### config.mk
export PLATFORM = sky130hd
export DESIGN_NAME = fetch_sequencer
export DESIGN_NICKNAME = d
export VERILOG_FILES = /design/src/rtl/fetch_ctrl_pkg.sv /design/src/rtl/fetch_sequencer_irq_pending_reg.sv /design/src/rtl/fetch_sequencer.sv
export SDC_FILE = /design/constraint.sdc
export NUM_CORES = 1
export LEC_CHECK = 0
export CAP_MARGIN = 20
export CORE_ASPECT_RATIO = 0.75
export CORE_MARGIN = 3
export CORE_UTILIZATION = 25
export DETAILED_ROUTE_END_ITERATION = 8
export DONT_BUFFER_PORTS = 1
export GPL_TIMING_DRIVEN = 0
export PLACE_DENSITY = 0.37
export SKIP_LAST_GASP = 1
export SYNTH_ARGS = -nofsm -noshare
export SYNTH_HDL_FRONTEND = slang
export SYNTH_HIERARCHICAL = 1
export SYNTH_SLANG_ARGS = --single-unit
### constraint.sdc
create_clock -name clk -period 2 [get_ports clk]
set_input_delay 0.2 -clock clk [delete_from_list [all_inputs] [get_ports clk]]
set_output_delay 0.2 -clock clk [all_outputs]
set_load 0.02 [all_outputs]
### src/rtl/fetch_ctrl_pkg.sv
// Shared definitions for the instruction-fetch control path: FSM state
// encoding, next-PC source selects and the fixed PC constants used by the
// PC mux.
package fetch_ctrl_pkg;

  typedef enum logic [2:0] {
    ST_RESET     = 3'd0,
    ST_RUN       = 3'd1,
    ST_IMM       = 3'd2,
    ST_INT_DRAIN = 3'd3,
    ST_INT_SAVE  = 3'd4,
    ST_INT_VEC   = 3'd5
  } fetch_state_e;

  localparam logic [1:0] PCSEL_SEQ    = 2'd0;
  localparam logic [1:0] PCSEL_BRANCH = 2'd1;
  localparam logic [1:0] PCSEL_VECTOR = 2'd2;
  localparam logic [1:0] PCSEL_RESET  = 2'd3;

  localparam logic [31:0] RESET_PC   = 32'h20;
  localparam logic [31:0] INT_VECTOR = 32'h0;

  // A new interrupt request is only recorded while fetching normally; during
  // an entry sequence it merges into the entry already in flight.
  function automatic logic irq_can_arm(fetch_state_e st);
    return (st == ST_RUN) || (st == ST_IMM);
  endfunction

endpackage

### src/rtl/fetch_sequencer_irq_pending_reg.sv
// Interrupt pending flag: armed set from the request line, cleared when the
// vector is loaded. Clear wins over set so the flag re-arms only afterwards.
module irq_pending_reg (
  input  logic clk,
  input  logic rst,
  input  logic req_i,
  input  logic arm_i,
  input  logic clr_i,
  output logic pending_o
);

  logic pending_q;
  logic pending_d;

  // Next-state: hold, set on an armed request, clear overrides set.
  always_comb begin
    pending_d = pending_q;
    if (req_i && arm_i) begin
      pending_d = 1'b1;
    end
    if (clr_i) begin
      pending_d = 1'b0;
    end
  end

  // Flag register; requests seen while rst is high are dropped.
  always_ff @(posedge clk) begin
    if (rst) begin
      pending_q <= 1'b0;
    end else begin
      pending_q <= pending_d;
    end
  end

  assign pending_o = pending_q;

endmodule

### src/rtl/fetch_sequencer.sv
// Fetch-stage control FSM: chooses the next-PC source, PC write enable and
// IF/ID flush each cycle, keeps two-word instructions together, and walks
// interrupt entry through drain, return-PC save and vector load.
module fetch_sequencer #(
  parameter int PC_W         = 32,
  parameter int DRAIN_CYCLES = 2
) (
  input  logic            clk,
  input  logic            rst,
  input  logic            hazardStall,
  input  logic            jumpBit,
  input  logic [PC_W-1:0] branchTarget,
  input  logic            interruptReq,
  input  logic            isImmInstr,
  input  logic [PC_W-1:0] currentPc,
  output logic [1:0]      pcSel,
  output logic            pcWrite,
  output logic            flushIF,
  output logic            intAck,
  output logic            savePcValid,
  output logic [PC_W-1:0] savedPc
);

  import fetch_ctrl_pkg::*;

  localparam logic [2:0] DRAIN_LAST = 3'(DRAIN_CYCLES - 1);

  fetch_state_e    state_q, state_d;
  logic [2:0]      drain_cnt_q, drain_cnt_d;
  logic [PC_W-1:0] saved_pc_q, saved_pc_d;
  logic            pending;
  logic            pending_clr;

  irq_pending_reg u_irq_pending (
    .clk       (clk),
    .rst       (rst),
    .req_i     (interruptReq),
    .arm_i     (irq_can_arm(state_q)),
    .clr_i     (pending_clr),
    .pending_o (pending)
  );

  // Next-state and Mealy PC controls; rst forces the reset-vector load.
  always_comb begin
    state_d     = state_q;
    drain_cnt_d = 3'd0;
    saved_pc_d  = saved_pc_q;
    pending_clr = 1'b0;
    pcSel       = PCSEL_SEQ;
    pcWrite     = 1'b0;
    flushIF     = 1'b0;

    unique case (state_q)
      ST_RESET: begin
        pcSel   = PCSEL_RESET;
        pcWrite = 1'b1;
        flushIF = 1'b1;
        state_d = ST_RUN;
      end
      ST_RUN: begin
        if (jumpBit) begin
          pcSel   = PCSEL_BRANCH;
          pcWrite = 1'b1;
          flushIF = 1'b1;
        end else if (pending && !hazardStall) begin
          // The word at currentPc is squashed and becomes the return address.
          saved_pc_d = currentPc;
          flushIF    = 1'b1;
          state_d    = ST_INT_DRAIN;
        end else if (hazardStall) begin
          pcWrite = 1'b0;
        end else if (isImmInstr) begin
          pcWrite = 1'b1;
          state_d = ST_IMM;
        end else begin
          pcWrite = 1'b1;
        end
      end
      ST_IMM: begin
        if (jumpBit) begin
          pcSel   = PCSEL_BRANCH;
          pcWrite = 1'b1;
          flushIF = 1'b1;
          state_d = ST_RUN;
        end else if (!hazardStall) begin
          pcWrite = 1'b1;
          state_d = ST_RUN;
        end
      end
      ST_INT_DRAIN: begin
        flushIF = 1'b1;
        // A branch resolving from an older instruction redefines where the
        // interrupted program resumes.
        if (jumpBit) begin
          saved_pc_d = branchTarget;
        end
        if (drain_cnt_q == DRAIN_LAST) begin
          state_d = ST_INT_SAVE;
        end else begin
          drain_cnt_d = drain_cnt_q + 3'd1;
        end
      end
      ST_INT_SAVE: begin
        flushIF = 1'b1;
        state_d = ST_INT_VEC;
      end
      ST_INT_VEC: begin
        pcSel       = PCSEL_VECTOR;
        pcWrite     = 1'b1;
        flushIF     = 1'b1;
        pending_clr = 1'b1;
        state_d     = ST_RUN;
      end
      default: begin
        pcSel   = PCSEL_RESET;
        pcWrite = 1'b1;
        flushIF = 1'b1;
        state_d = ST_RESET;
      end
    endcase

    if (rst) begin
      pcSel   = PCSEL_RESET;
      pcWrite = 1'b1;
      flushIF = 1'b1;
    end
  end

  // State, drain counter and return-PC registers.
  always_ff @(posedge clk) begin
    if (rst) begin
      state_q     <= ST_RESET;
      drain_cnt_q <= 3'd0;
      saved_pc_q  <= '0;
    end else begin
      state_q     <= state_d;
      drain_cnt_q <= drain_cnt_d;
      saved_pc_q  <= saved_pc_d;
    end
  end

  // Strobes are pure state decodes, suppressed while rst abandons an entry.
  assign intAck      = !rst && (state_q == ST_INT_VEC);
  assign savePcValid = !rst && (state_q == ST_INT_SAVE);
  assign savedPc     = saved_pc_q;

endmodule
# Word-level counts from Yosys, hierarchy flattened
# Index checks and enable logic that the tools add are counted.
# word_totals
ff_bits,39
wordCells,62
# classes
add_sub_neg,1
eq_ne,13
mux,27
bitwise,1
reduce_logical,16
# ops
operator,count
$mux W32,3
$pmux W32 S2,1
$mux W3,7
$pmux W3 S5,1
$mux W1,11
$reduce_or A2 Y1,4
$eq A3 B1 Y1 const B,2
$eq A3 B2 Y1 const B,2
$eq A3 B3 Y1 const B,2
$ne A2 B2 Y1 const B,3
$ne A3 B2 Y1 const B,2
$pmux W2 S3,1
$reduce_and A5 Y1,1
$logic_and A1 B1 Y1,4
$reduce_and A4 Y1,1
$add A3 B1 Y3 const B,1
$logic_not A3 Y1,1
$ne A3 B3 Y1 const B,1
$pmux W1 S3,1
$reduce_or A3 Y1,1
$logic_not A1 Y1,2
$mux W2,1
$ne A2 B1 Y1 const B,1
$pmux W1 S2,1
3 further kinds,3

# Depth between registers and ports, before layout
# depth
word_depth,6
ltp_mapped,6
ltp_nobuf,5

# Cells and area by module
# Netlist, hierarchy kept.
# by_module_without_submodules
module,n_inst,cells_each,area_each_um2,seq_area_each_um2
fetch_sequencer,1,201,2023.2,760.7
irq_pending_reg,1,3,38.8,20.0

# Least setup slack after synthesis
# OpenSTA, ideal clock, no wires.
# synth_timing
path_kind,register to register
start,register state_q[1]
end,register saved_pc_q[19] (netlist: savedPc[19])
setup_time_ns,0.081
t_arrival_ns,1.523
required_ns,1.919
setup_slack_ns,0.396
path_stages_with_launch,6
period_less_slack_ns,1.604
path_cell_list,dfxtp_1 -> or4b_4 -> a21oi_4 -> buf_6 -> nor2_1 -> a211oi_2
# synth_via
elab_chain_len,3
# synth_lines
element,line,rtl
from (decl),fetch_sequencer.sv:28,"fetch_state_e state_q, state_d;"
from (signal assigned),fetch_sequencer.sv:136,state_q <= state_d;
$eq A3 B1 Y1 / $eq A3 B2 Y1 (equally long branches),fetch_sequencer.sv:53,unique case (state_q)
"$ne A2 B1 Y1 (no source line), or another cell as far along",n/a,
$reduce_and A4 Y1 (no source line),n/a,
to (signal assigned),fetch_sequencer.sv:138,saved_pc_q <= saved_pc_d;
to (decl),fetch_sequencer.sv:30,"logic [PC_W-1:0] saved_pc_q, saved_pc_d;"
# Several ways; a longest one is shown, not always the timed one.
# A chain may end at the register's enable or synchronous reset.

# Worst setup path after layout
# layout_timing
start,register state_q[0]
end,output pcWrite
# layout_via
elab_chain_len,4
# layout_lines
element,line,rtl
$eq A3 B3 Y1 / $eq A3 B2 Y1 (equally long branches),fetch_sequencer.sv:53,
$reduce_or A2 Y1 (no source line),n/a,
$pmux W1 S3 *,fetch_sequencer.sv:53,
$mux W1 *,fetch_sequencer.sv:122,if (rst) begin
to (decl),fetch_sequencer.sv:17,"output logic pcWrite,"
# Mark *: on every way between the ends. The rest lies on a longest branch, timed or not.

==> flow_metrics.tcl <==
set metrics [dict create \
    status "complete, no violations" \
    post_drt_wl_per_cell_um 16.69 \
    setup_violations 0 \
    tns_ns 0 \
    rsz0062_at_grt "no" \
    areaGrowthSynthToFinish_pct 13.11 \
    final_cell_mix "41 x nor2_1, 39 x dfxtp_1, 32 x mux2i_1" \
    max_clock_freq_mhz 546.0 \
    critical_path_class "flip-flop to output pin" \
    rows 28 \
    ioPinCount 108 \
    postRouteAntennaNets 0 \
    drive_gt1_frac 0.2488 \
    antenna_found_initial 0 \
    clk_pin_slew_worst_paths_ns 0.08 \
    syn_inst 204 \
    hold_violations 0 \
    antenna_cells 0 \
    drt_wl_total_um 5306 \
    required_ns 1.80 \
    end_kind "output pin" \
    clockRootBuffer "clkbuf_8" \
    nets 284 \
    start_util 0.2593 \
    layout_setup_ws_ns 0.1686 \
    gp_congestion 0.7222 \
    final_common_cell "nor2_1" \
    clkLatencyLatePin_ns 0.29 \
    fillers 827 \
    hpwl_um 3950 \
    synth_top_area_share 0.3786 \
    overflow 0 \
    grt_pass1_vias 1492 \
    postSynthNetCount 276 \
    cts_buffer_depth 2 \
    whs_path_depth 2 \
    wl_met2_um 2225 \
    top_layer "met4" \
    cts_tree "done" \
    first_iter_violations 59 \
    r2r_cells 5 \
    synth_area_leaders "dfxtp_1 38%, a211oi_2 17%, mux2i_1 16%" \
    mappedNetlistArea_um2 2062 \
    p_per_area_nw_per_um2 760.6 \
    cp_max_fo 10 \
    slew_headroom 0.4978 \
    avgSynthCellArea_um2 10.11 \
    synth.ff_latch_count 39 \
    worstHoldStart "interruptReq" \
    vias 1506 \
    grt_pass1_wl_um 8459 \
    period_needed_ns 1.831 \
    detailedPlace.worstSlack_ns 0.1737 \
    worstMarginPinSlew_ns 0.7534 \
    fin_crit_sh 0.9157 \
    clock-sinks 39 \
    die_h_um 84.65 \
    wl_met3_um 546 \
    ys_types 32 \
    report.final.slew_viol_count 0 \
    synthFlopType "dfxtp_1" \
    ir_drop_mv 0.2242 \
    core-area_um2 7953 \
    hp-class "input pin to flip-flop" \
    ys_seq_area_frac 0.3786 \
    synth_top_cell_by_area "dfxtp_1" \
    synth_edf_count 0 \
    critPathLaunch "state_q[0]$_SDFFE_PP0P_" \
    cts_buffers 5 \
    drc 0 \
    skew_ns 0.01170 \
    cp-start-kind "flip-flop" \
    numPortBuffers 0 \
    dieWidth_um 110.9 \
    via_per_inst 4.736 \
    power.leakage_nw 0.9385 \
    ctsHtreeMaxLevel 2 \
    async_flop_share 0 \
    crit_arrival_ns 1.63 \
    grt.total_usage 0.1139 \
    cap_violations 0 \
    yosysWarnings 6 \
    drtPass1Iterations 4 \
    wl_met1_um 2505 \
    grt_max_degree 14 \
    timing.rr.start "state_q[1]$_SDFFE_PP0P_" \
    die_area_um2 9385 \
]
==> state kept, by name, summed over array words and instances (netlist names) <==
signal,cells
state_q,3
u_irq_pending/pending_o,1
savedPc,32
drain_cnt_q,3
==> kinds of logic (layout without fill, tap and decap cells) <==
| kind of cell | Yosys count | in the layout | share of synthesized area |
|---|---|---|---|
| adders and majority gates | 3 | 3 | 0.01699 |
| buffers and inverters | 20 | 29 | 0.05582 |
| and+or+nand+nor | 58 | 58 | 0.1359 |
| muxes | 32 | 32 | 0.1553 |
| xor gates and xnor gates | 3 | 3 | 0.01275 |
| DFF | 39 | 39 | 0.3786 |
| AOI/OAI and AO/OA | 49 | 49 | 0.2445 |
==> cell usage after synthesis (all sizes together) (2+ instances only) <==
library cell	instances
a211oi	35
nor2b	3
inv	3
nor2	41
a21oi	6
buf	11
or4b	2
mux2i	32
xnor2	3
ha	2
o21ai	3
dfxtp	39
clkbuf	6
nand2	3
nand3b	2
nand2b	3
==> metal layers <==
metal,up-vias,global-route usage
li1,748,-
met1,689,0.1563
met2,67,0.1624
met3,2,0.04971
met4,0,0.03132
met5,-,0
==> where the power goes <==
group	internal, mW	switching [mW]	leakage, nW
sequential	0.803	0.0457	0.316
clock	0.411	0.300	0.0618
combinational	0.0850	0.130	0.561
total	1.30	0.475	0.939
==> worst max-delay path: stages, from the launching register on <==
cell and delay (ns):
dfxtp_1 0.31, buf_2 0.18, nor2_1 0.24, xnor2_1 0.15, nand2b_1 0.18, a21o_1 0.27
==> final timing paths <==
| path | end | slack (ns) |
|---|---|---|
| max | pcWrite | 0.17 |
| min | u_irq_pending/pending_o$_SDFFE_PP0P_ | 0.07 |
| max reg2reg | savedPc[31]$_SDFFE_PP0P_ | 0.19 |
| min reg2reg | drain_cnt_q[0]$_SDFF_PP0_ | 0.46 |
==> final cells by class <==
type,instances,area [µm²],share of cell area
multi-input cells,145,1172,0.5027
flip-flops and latches,39,780.7,0.3348
plain buffers,17,105.1,0.04506
well taps,105,131.4,0.05633
clock buffers,6,82.58,0.03541
clock inverters,2,38.79,0.01663
inverters,3,11.26,0.004828
repair buffers,1,10.01,0.004292
==> stage by stage <==
step	std cells	util	area (µm²)	hold WS [ns]	power [mW]
final	318	0.2933	2332	0.07415	1.774
after global routing	318	0.2933	2332	0.07109	1.881
after CTS	318	0.2931	2331	0.06728	1.813
after detailed placement	309	0.2758	2193	0.2748	1.081
after global placement	309	0.2758	2193	0.2738	1.083
after floorplan	204	-	2062	0.2709	1.038
==> repair_timing <==
| item | in CTS | in global routing |
|---|---|---|
| setup buffers | 0 | 0 |
| hold buffers | 1 | 0 |
| hold endpoints to repair | 1 | 0 |
| endpoints found under the setup margin | 2 | 1 |
| resized for setup | 2 | 2 |
| gates cloned | 0 | 0 |
No activity file was read; power rests on OpenSTA's default activity.
